File: config.mk
export PLATFORM = sky130hd
export DESIGN_NAME = router_fsm
export DESIGN_NICKNAME = d
export VERILOG_FILES = /design/src/rtl/router_pkg.sv /design/src/rtl/router_fsm.sv
export SDC_FILE = /design/constraint.sdc
export NUM_CORES = 1
export LEC_CHECK = 0
export CAP_MARGIN = 25
export CORE_MARGIN = 1.5
export CORE_UTILIZATION = 25
export DETAILED_ROUTE_END_ITERATION = 12
export MAX_ROUTING_LAYER = met4
export SLEW_MARGIN = 20
export SYNTH_ARGS = -nofsm -noshare
export SYNTH_HDL_FRONTEND = slang
export SYNTH_SLANG_ARGS = --single-unit
File: constraint.sdc
create_clock -name clock -period 4.1 [get_ports clock]
set_clock_uncertainty 0.2 [all_clocks]
set_input_delay 0.615 -clock clock [delete_from_list [all_inputs] [get_ports clock]]
set_output_delay 0.615 -clock clock [all_outputs]
set_load 0.01 [all_outputs]
File: src/rtl/router_pkg.sv
// Shared definitions for the 1x3 router: packet-sequencing FSM states and
// header address constants.
package router_pkg;

    typedef enum logic [2:0] {
        DECODE_ADDRESS     = 3'd0,
        WAIT_TILL_EMPTY    = 3'd1,
        LOAD_FIRST_DATA    = 3'd2,
        LOAD_DATA          = 3'd3,
        FIFO_FULL_STATE    = 3'd4,
        LOAD_AFTER_FULL    = 3'd5,
        LOAD_PARITY        = 3'd6,
        CHECK_PARITY_ERROR = 3'd7
    } state_t;

    localparam logic [1:0] ADDR_0       = 2'd0;
    localparam logic [1:0] ADDR_1       = 2'd1;
    localparam logic [1:0] ADDR_2       = 2'd2;
    localparam logic [1:0] ADDR_INVALID = 2'd3;

endpackage

File: src/rtl/router_fsm.sv
// Packet-sequencing controller for the 1x3 router. Defining
// ROUTER_FSM_SOFT_RESET_EN lets the addressed destination's soft reset abort a packet.
module router_fsm
    import router_pkg::*;
#(
    parameter int ADDR_W = 2
) (
    input  logic              clock,
    input  logic              resetn,
    input  logic              pkt_valid,
    input  logic [ADDR_W-1:0] data_in,
    input  logic              fifo_full,
    input  logic              fifo_empty_0,
    input  logic              fifo_empty_1,
    input  logic              fifo_empty_2,
    input  logic              soft_reset_0,
    input  logic              soft_reset_1,
    input  logic              soft_reset_2,
    input  logic              parity_done,
    input  logic              low_packet_valid,
    output logic              detect_add,
    output logic              lfd_state,
    output logic              ld_state,
    output logic              laf_state,
    output logic              full_state,
    output logic              write_enb_reg,
    output logic              rst_int_reg,
    output logic              busy,
    output state_t            state_dbg
);

    // Handshake: while busy is high the source holds its current byte; a byte
    // is taken by the datapath in every cycle where write_enb_reg is high.

    state_t            state_q;
    state_t            state_d;
    logic [ADDR_W-1:0] addr_q;
    logic              hdr_ok;
    logic              empty_hdr;
    logic              empty_cur;
    logic              sr_cur;

    assign hdr_ok    = pkt_valid && (data_in != ADDR_INVALID);
    assign state_dbg = state_q;

    always_comb begin
        empty_hdr = 1'b0;
        empty_cur = 1'b0;
        sr_cur    = 1'b0;
        case (data_in)
            ADDR_0:  empty_hdr = fifo_empty_0;
            ADDR_1:  empty_hdr = fifo_empty_1;
            ADDR_2:  empty_hdr = fifo_empty_2;
            default: empty_hdr = 1'b0;
        endcase
        case (addr_q)
            ADDR_0:  begin empty_cur = fifo_empty_0; sr_cur = soft_reset_0; end
            ADDR_1:  begin empty_cur = fifo_empty_1; sr_cur = soft_reset_1; end
            ADDR_2:  begin empty_cur = fifo_empty_2; sr_cur = soft_reset_2; end
            default: begin empty_cur = 1'b0;         sr_cur = 1'b0;         end
        endcase
    end

`ifndef ROUTER_FSM_SOFT_RESET_EN
    logic soft_reset_unused;
    assign soft_reset_unused = sr_cur;
`endif

    always_comb begin
        state_d = state_q;
        case (state_q)
            DECODE_ADDRESS:     if (hdr_ok) state_d = empty_hdr ? LOAD_FIRST_DATA : WAIT_TILL_EMPTY;
            WAIT_TILL_EMPTY:    if (empty_cur) state_d = LOAD_FIRST_DATA;
            LOAD_FIRST_DATA:    state_d = LOAD_DATA;
            LOAD_DATA: begin
                if (fifo_full)       state_d = FIFO_FULL_STATE;
                else if (!pkt_valid) state_d = LOAD_PARITY;
            end
            FIFO_FULL_STATE:    if (!fifo_full) state_d = LOAD_AFTER_FULL;
            LOAD_AFTER_FULL: begin
                if (parity_done)           state_d = DECODE_ADDRESS;
                else if (low_packet_valid) state_d = LOAD_PARITY;
                else                       state_d = LOAD_DATA;
            end
            LOAD_PARITY:        state_d = CHECK_PARITY_ERROR;
            CHECK_PARITY_ERROR: state_d = fifo_full ? FIFO_FULL_STATE : DECODE_ADDRESS;
            default:            state_d = DECODE_ADDRESS;
        endcase
`ifdef ROUTER_FSM_SOFT_RESET_EN
        // A read-timeout on the addressed destination abandons the packet.
        if (state_q != DECODE_ADDRESS && sr_cur) state_d = DECODE_ADDRESS;
`endif
    end

    // Outputs are registered from the next state, so they equal a decode of state_q.
    always_ff @(posedge clock) begin
        if (!resetn) begin
            state_q       <= DECODE_ADDRESS;
            addr_q        <= '0;
            detect_add    <= 1'b1;
            lfd_state     <= 1'b0;
            ld_state      <= 1'b0;
            laf_state     <= 1'b0;
            full_state    <= 1'b0;
            write_enb_reg <= 1'b0;
            rst_int_reg   <= 1'b0;
            busy          <= 1'b0;
        end else begin
            state_q <= state_d;
            if (state_q == DECODE_ADDRESS && hdr_ok) addr_q <= data_in;
            detect_add    <= (state_d == DECODE_ADDRESS);
            lfd_state     <= (state_d == LOAD_FIRST_DATA);
            ld_state      <= (state_d == LOAD_DATA);
            laf_state     <= (state_d == LOAD_AFTER_FULL);
            full_state    <= (state_d == FIFO_FULL_STATE);
            write_enb_reg <= (state_d == LOAD_DATA) || (state_d == LOAD_AFTER_FULL) ||
                             (state_d == LOAD_PARITY);
            rst_int_reg   <= (state_d == CHECK_PARITY_ERROR);
            busy          <= (state_d != DECODE_ADDRESS) && (state_d != LOAD_DATA);
        end
    end

endmodule

==> flow_summary.toml, run 1 <==
[run]
cap_violations = 0

[sta]
slew_headroom_pct = 72.9
worstMarginPinSlew_ns = 0.406
fmax_ghz = 0.405
finalCritPeriodShare_pct = 60.2
finalSetupViolCount = 0
period_needed_ns = 2.47
rsz0062_at_grt = "false"
fin_setup_tns_ns = 0
hold_violations = 0
maxSlewViolCount = 0

[run_status]
outcome = "complete, no violations"

[critical_path]
r2r_cells = 6
rr_endpoint = "write_enb_reg$_SDFF_PN0_"
cp-start-kind = "input pin"
startpoint = "data_in[1]"
cp-end-kind = "register"
cp.required_ns = 4.10
cp.arrival_ns = 2.47
r2r_start = "state_dbg[2]$_SDFF_PN0_"
endpoint = "write_enb_reg$_SDFF_PN0_"
worst-path-max-fanout = 9
reg2reg_setup_slack_ns = 2.00
critPathKind = "input pin to register"

[detailed_routing]
drt_iter0_markers = 9
dr_total_vias = 567
firstDrtPassIters = 5
wl_per_cell_microns = 11.1
wl_mm = 1.34
post-route-drc-count = 0
viasPerCell = 4.73
ant_nets = 0

[global_routing]
met1_usage_pct = 14.6
use_met2_pct = 16.5
gr-max-usage-layer = "met2"
grt_pass1_wl_mm = 2.31
grt_overflow = 0
antenna_found_initial = 0
grt_pass1_vias = 556
grtUsageTotal_pct = 11.1
grt_start_max_net_pins = 11
use_met3_pct = 1.09

[clock_tree]
clockRootBuffer = "clkbuf_4"
clk_path_buf_depth = 2
cts-buffers-inserted = 3
numClockSinks = 13
insertion_delay_ns = 0.27
post-cts-setup-buffers = 0
cts.clk_slew.worst_paths_ns = 0.07
cts_tree = "done"
ctsResizeCount = 0
htree_levels = 1
cts_hold_buf = 0

[die]
start_util_pct = 26.5
die_w_microns = 54.5
die_h_microns = 54.5
core_area_sq_um = 2500
dieArea_sq_um = 2970
ios = 25
fp-row-count = 18

[synth]
synth_area_sq_um = 662
ys.warnings.count = 0
yosys.area.top_type_share_pct = 39.3
synth.distinct_cells = 32
synth_commonest_cells = "13 x dfxtp_1, 7 x nand2_1, 5 x inv_1, 5 x nor2_1"
ys_ff_latch = 13
ys_async_sr_fraction_pct = 0
synth-edff-count = 0
synth_seq_area_share_pct = 39.3
synth_fp_nets = 82
synth_top_area_cell = "dfxtp_1"
synth_flop_cell = "dfxtp_1"
synth_most_common_cell = "dfxtp_1"
syn_inst = 68
avgSynthCellArea_sq_um = 9.73
yosys-top-cells-area = "dfxtp_1 39%, a32oi_4 4.2%, nand2_1 4.0%"

[cells_and_area]
syn_to_final_growth_pct = 37.4
finalNetCount = 105
largest_reg_flops = 3
drive_gt1_share_pct = 14.4
post-route-util_pct = 36.4
fillerInstances = 268
insertedDiodeCount = 0

[placed_design]
dpl.hpwl_microns = 974
gp_congestion = 0.780
numPortBuffers = 21

[power_and_ir_drop]
p_leak_nw = 0.354
vdd_drop_max_mv = 0.234
powerDensity_nw_per_um2 = 498

[hold_path]
hold_path.class = "register to register"
==> power breakdown <==
part	switching (mW)	total [mW]	internal [mW]
combinational	0.0937	0.198	0.104
clock	0.0368	0.0744	0.0377
sequential	0.0270	0.181	0.154
total	0.157	0.453	0.296
==> critical path: stages <==
cell	delay, ns
clkdlybuf4s50_1	0.56
mux2i_1	0.24
mux2_2	0.17
nand2_1	0.08
a32oi_4	0.29
or3b_1	0.43
o211ai_2	0.08
==> worst min-delay path by stage <==
stage / end / cells after the start / slack [ns] / from
2_1_floorplan: addr_q[0]$_SDFFE_PN0P_ / 1 / 0.32 / addr_q[0]$_SDFFE_PN0P_
3_3_place_gp: addr_q[0]$_SDFFE_PN0P_ / 1 / 0.34 / addr_q[0]$_SDFFE_PN0P_
3_5_place_dp: addr_q[0]$_SDFFE_PN0P_ / 1 / 0.36 / addr_q[0]$_SDFFE_PN0P_
4_1_cts: addr_q[0]$_SDFFE_PN0P_ / 1 / 0.38 / addr_q[0]$_SDFFE_PN0P_
5_1_grt: addr_q[0]$_SDFFE_PN0P_ / 1 / 0.41 / addr_q[0]$_SDFFE_PN0P_
6_report: addr_q[0]$_SDFFE_PN0P_ / 1 / 0.37 / addr_q[0]$_SDFFE_PN0P_
==> final cells by class <==
class	count	area (sq um)	area share [%]
clock buffer	4	26.3	2.89
sequential	13	260	28.6
inverter	5	18.8	2.06
timing repair buffer	21	210	23.1
multi-input combinational	47	357	39.2
tap	30	37.5	4.13
==> per-layer routing <==
metal,part of all wire [%],up-vias
li1,-,289
met1,52,255
met2,42,21
met3,5.1,2
met4,0.67,0
met5,0,-
==> per-stage QoR <==
stage	power, mW	setup slack, ns	instances	hold WS (ns)	cell area [sq um]
5_1_grt	0.490	1.52	120	0.407	910
2_1_floorplan	0.311	2.07	68	0.320	662
6_report	0.453	1.63	120	0.367	910
3_5_place_dp	0.382	1.34	116	0.358	883
4_1_cts	0.461	1.63	120	0.376	910
3_3_place_gp	0.382	1.36	116	0.345	883
==> logic make-up after synthesis <==
| logic type | synth area share, % |
|---|---|
| compound gates | 25.9 |
| xor+xnor | 1.32 |
| buf+inv | 6.80 |
| flops | 39.3 |
| mux | 4.73 |
| simple gates | 21.9 |
==> cells in the final DEF (no fill, tap or decap), types with 3 or more instances in the layout <==
master / n
dfxtp_1: 13
inv_1: 5
nor2_1: 5
clkbuf_4: 3
clkdlybuf4s50_1: 21
nand2_1: 7
(Power assumes the default switching activity.)
==> run 2: changes to the inputs <==
==> constraint.sdc (replaced) <==
create_clock -name clock -period 2.31 [get_ports clock]
set_clock_uncertainty 0.2 [all_clocks]
set_input_delay 0.3465 -clock clock [delete_from_list [all_inputs] [get_ports clock]]
set_output_delay 0.3465 -clock clock [all_outputs]
set_load 0.01 [all_outputs]
==> run 2 against run 1 <==
Against the previous run: setup slack worse by 1.4 ns; sequential power up 77%; largest cell class unchanged; critical endpoint unchanged; routed wire length is 15% higher; sequential cell count stayed put; non-clock buffer count rose by 8.
==> flow_summary.toml, run 2 (synthesis gave the netlist of run 1 again) <==
[placed_design]
dpl.hpwl_mm = 1.17
numPortBuffers = 21
dp_slack_ns = -0.0477
gp_congestion = 0.752
dp.cells = 124

[clock_tree]
numClockSinks = 13
post-cts-setup-buffers = 0
htree_levels = 1
insertion_delay_ns = 0.27
clockRootBuffer = "clkbuf_4"
cts.clk_slew.worst_paths_ns = 0.08
cts_tree = "done"
ctsResizeCount = 0
cts_hold_buf = 0
clk_path_buf_depth = 2
cts-buffers-inserted = 3

[sta]
rsz0062_at_grt = "false"
finalCritPeriodShare_pct = 90.0
finalSetupViolCount = 0
maxSlewViolCount = 0
fmax_ghz = 0.481
fin_setup_tns_ns = 0
layout_setup_ws_ns = 0.231
period_needed_ns = 2.08
hold_violations = 0
hold_slack_ns = 0.365
worstMarginPinSlew_ns = 0.380
slew_headroom_pct = 74.6

[detailed_routing]
met3_length_microns = 87
dr_total_vias = 608
wl_met2_microns = 713
top_layer = "met4"
wl_met1_microns = 709
ant_nets = 0
drt_iter0_markers = 7
firstDrtPassIters = 4
viasPerCell = 4.75
wl_per_cell_microns = 12.0
wl_mm = 1.54
post-route-drc-count = 0

[global_routing]
grt_pass1_vias = 632
grt_pass1_wl_mm = 2.73
grtUsageTotal_pct = 13.4
antenna_found_initial = 0
grt_start_max_net_pins = 11
grt_overflow = 0

[die]
start_util_pct = 26.5
fp-row-count = 18
core_area_sq_um = 2500
die_w_microns = 54.5
ios = 25
die_h_microns = 54.5
dieArea_sq_um = 2970

[power_and_ir_drop]
p_leak_nw = 0.394
p_total_uw = 867
vdd_drop_max_mv = 0.546
powerDensity_nw_per_um2 = 894

[hold_path]
min_path_cells = 1
hold_path.class = "register to register"

[critical_path]
cp-start-kind = "input pin"
critPathKind = "input pin to register"
worst-path-max-fanout = 4
crit_family = "buffers and inverters"
worstPathCellList = "clkdlybuf4s50_1 -> mux2i_1 -> mux2_2 -> nand2_1 -> a32oi_4 -> or3b_1 -> o211ai_2"
r2r_cells = 5
cp.arrival_ns = 2.08
cp.depth = 7
slowest_delay_ns = 0.54
slowest_stage = "clkdlybuf4s50_1"
cp-end-kind = "register"
crit_buf_inv = 1
cp.required_ns = 2.31

[cells_and_area]
drive_gt1_share_pct = 21.4
largest_reg_flops = 3
final_common_cell = "clkdlybuf4s50_1"
finalNetCount = 113
layout_common_cells = "21 x clkdlybuf4s50_1, 13 x dfxtp_1, 8 x buf_4, 7 x nand2_1"
insertedDiodeCount = 0
instances_no_fill = 128
syn_to_final_growth_pct = 46.5

[run_status]
outcome = "complete, no violations"

[run]
cap_violations = 0
==> run 2: worst paths after layout <==
| check | startpoint | to | slack, ns |
|---|---|---|---|
| min reg2reg | addr_q[0]$_SDFFE_PN0P_ | addr_q[0]$_SDFFE_PN0P_ | 0.37 |
| min | addr_q[0]$_SDFFE_PN0P_ | addr_q[0]$_SDFFE_PN0P_ | 0.37 |
| max reg2reg | state_dbg[0]$_SDFF_PN0_ | write_enb_reg$_SDFF_PN0_ | 0.30 |
| max | data_in[1] | write_enb_reg$_SDFF_PN0_ | 0.23 |
==> run 2: area by class of cell <==
type	count	area [sq um]
clock buffers	4	26.3
inverters	5	18.8
multi-input cells	47	357
flip-flops and latches	13	260
repair buffers	29	270
well taps	30	37.5
fillers	251	1530
==> run 2: per-stage QoR <==
step                util [%]  area [sq um]
finish                  38.8           970
global route            38.8           970
CTS                     38.8           970
detailed placement      37.7           943
global placement        37.7           943
floorplan                  -           662
==> run 2: layer usage <==
metal | track usage (%) | vias to the layer above
li1 | - | 302
met1 | 15.8 | 284
met2 | 20.5 | 18
met3 | 3.01 | 4
met4 | 8.33 | 0
met5 | - | -
==> run 2: power by group <==
group	total [mW]	internal, mW	switching (mW)
clock network	0.136	0.0668	0.0689
logic	0.412	0.226	0.185
registers	0.320	0.273	0.0469
total	0.867	0.566	0.301
==> run 3: changes to the inputs <==
--- a/config.mk
+++ b/config.mk
@@ -5,11 +5,10 @@
 export SDC_FILE = /design/constraint.sdc
 export NUM_CORES = 1
 export LEC_CHECK = 0
-export CAP_MARGIN = 25
 export CORE_MARGIN = 1.5
 export CORE_UTILIZATION = 25
 export DETAILED_ROUTE_END_ITERATION = 12
-export MAX_ROUTING_LAYER = met4
+export REMOVE_ABC_BUFFERS = 1
 export SLEW_MARGIN = 20
 export SYNTH_ARGS = -nofsm -noshare
 export SYNTH_HDL_FRONTEND = slang
==> run 3 against run 2 <==
Against the previous run: cell area down 0.77%; sequential share of layout area up 0.21 points; power down 1.2%; combinational power down 3%; clock-buffer cell count unchanged; critical path depth unchanged; fmax up 2.7%; global-route usage down 3.6 points; utilization down 0.30 points; critical path type unchanged; largest power group unchanged.
==> flow_summary.toml, run 3 (synthesis gave the netlist of run 1 again) <==
[placed_design]
dpl.hpwl_mm = 1.04
gp_congestion = 0.754
numPortBuffers = 21
dp_slack_ns = -0.0217

[cells_and_area]
final_common_cell = "clkdlybuf4s50_1"
insertedDiodeCount = 0
syn_to_final_growth_pct = 45.4
seqCellArea_sq_um = 260
layout_common_cells = "21 x clkdlybuf4s50_1, 13 x dfxtp_1, 7 x nand2_1, 7 x buf_4"
largest_reg_flops = 3
multi_input_area_sq_um = 357
drive_gt1_share_pct = 20.6
post-route-util_pct = 38.5
finalNetCount = 112
fillerInstances = 250

[die]
start_util_pct = 26.5
fp-row-count = 18
ios = 25
core_area_sq_um = 2500
dieArea_sq_um = 2970
die_h_microns = 54.5
die_w_microns = 54.5

[run_status]
outcome = "complete, no violations"

[critical_path]
crit_buf_inv = 1
reg2reg_setup_slack_ns = 0.35
startpoint = "data_in[1]"
cp.arrival_ns = 2.03
cp-end-kind = "register"
crit_family = "buffers and inverters"
cp-start-kind = "input pin"
slowest_delay_ns = 0.52
worstPathCellList = "clkdlybuf4s50_1 -> mux2i_1 -> mux2_2 -> nand2_1 -> a32oi_4 -> or3b_1 -> o211ai_2"
critPathKind = "input pin to register"
cp.depth = 7
cp.required_ns = 2.32
slowest_stage = "clkdlybuf4s50_1"
rr_endpoint = "write_enb_reg$_SDFF_PN0_"
worst-path-max-fanout = 3
endpoint = "write_enb_reg$_SDFF_PN0_"
r2r_start = "state_dbg[0]$_SDFF_PN0_"
r2r_cells = 6

[power_and_ir_drop]
p_comb_share_pct = 46.7
p_leak_nw = 0.389
intPower_uw = 566
powerDensity_nw_per_um2 = 890
vdd_drop_max_mv = 0.401
swShare_pct = 33.9
pwr-share-seq_pct = 37.3
power.switching_uw = 291
clkPwrFrac_pct = 15.9

[sta]
period_needed_ns = 2.02
hold_violations = 0
slew_headroom_pct = 74.9
fmax_ghz = 0.494
rsz0062_at_grt = "false"
hold_slack_ns = 0.367
fin_setup_tns_ns = 0
finalCritPeriodShare_pct = 87.6
worstMarginPinSlew_ns = 0.376
maxSlewViolCount = 0
finalSetupViolCount = 0
layout_setup_ws_ns = 0.285

[global_routing]
grt_pass1_wl_mm = 2.09
grtUsageTotal_pct = 9.81
antenna_found_initial = 0
grt_pass1_vias = 509
grt_start_max_net_pins = 11
grt_overflow = 0

[detailed_routing]
firstDrtPassIters = 3
viasPerCell = 4.59
ant_nets = 0
wl_mm = 1.35
post-route-drc-count = 0
dr_total_vias = 583
wl_per_cell_microns = 10.6
drt_iter0_markers = 3

[run]
cap_violations = 0

[clock_tree]
cts.clk_slew.worst_paths_ns = 0.07
cts-buffers-inserted = 3
clockRootBuffer = "clkbuf_4"
insertion_delay_ns = 0.27
cts_hold_buf = 0
cts_tree = "done"
htree_levels = 1
numClockSinks = 13
clk_path_buf_depth = 2
ctsResizeCount = 0
post-cts-setup-buffers = 0

[hold_path]
hold_path.class = "register to register"
[run 3: changes by cell type in the layout (fill, tap and decap cells not counted)]
cell	before	now
buf_4	8	7
[run 3: how the worst min path moves through the flow]
stage | startpoint | end | slack (ns) | cells after the start
finish | addr_q[0]$_SDFFE_PN0P_ | addr_q[0]$_SDFFE_PN0P_ | 0.37 | 1
global route | addr_q[0]$_SDFFE_PN0P_ | addr_q[0]$_SDFFE_PN0P_ | 0.38 | 1
CTS | addr_q[0]$_SDFFE_PN0P_ | addr_q[0]$_SDFFE_PN0P_ | 0.37 | 1
detailed placement | addr_q[0]$_SDFFE_PN0P_ | addr_q[0]$_SDFFE_PN0P_ | 0.35 | 1
global placement | addr_q[0]$_SDFFE_PN0P_ | addr_q[0]$_SDFFE_PN0P_ | 0.35 | 1
floorplan | resetn | detect_add$_SDFF_PN1_ | 0.22 | 1
[run 3: power groups by stage]
stage | sequential (mW) | combinational, mW | clock (mW)
after global placement | 0.324 | 0.402 | 0
final | 0.320 | 0.400 | 0.137
after CTS | 0.320 | 0.407 | 0.142
after floorplan | 0.339 | 0.195 | 0
after detailed placement | 0.325 | 0.404 | 0
after global routing | 0.330 | 0.436 | 0.155
[run 3: stage by stage]
stage | instance area, sq um | power (mW) | cells
floorplan | 636 | 0.535 | 65
global placement | 936 | 0.725 | 123
detailed placement | 936 | 0.729 | 123
CTS | 962 | 0.869 | 127
global route | 962 | 0.920 | 127
finish | 962 | 0.856 | 127
[run 3: final cells by class]
| type | instances | area share (%) |
|---|---|---|
| Inverter | 5 | 1.95 |
| Sequential cell | 13 | 27.0 |
| Tap cell | 30 | 3.90 |
| Clock buffer | 4 | 2.73 |
| Multi-Input combinational cell | 47 | 37.1 |
| Timing Repair Buffer | 28 | 27.3 |
[run 3: metal layers]
layer,vias to the layer above,routed length [microns],GRT usage (%)
met5,-,0,0
met4,0,26,5.00
met3,3,69,1.64
met2,15,584,13.7
met1,264,666,14.3
li1,301,-,-
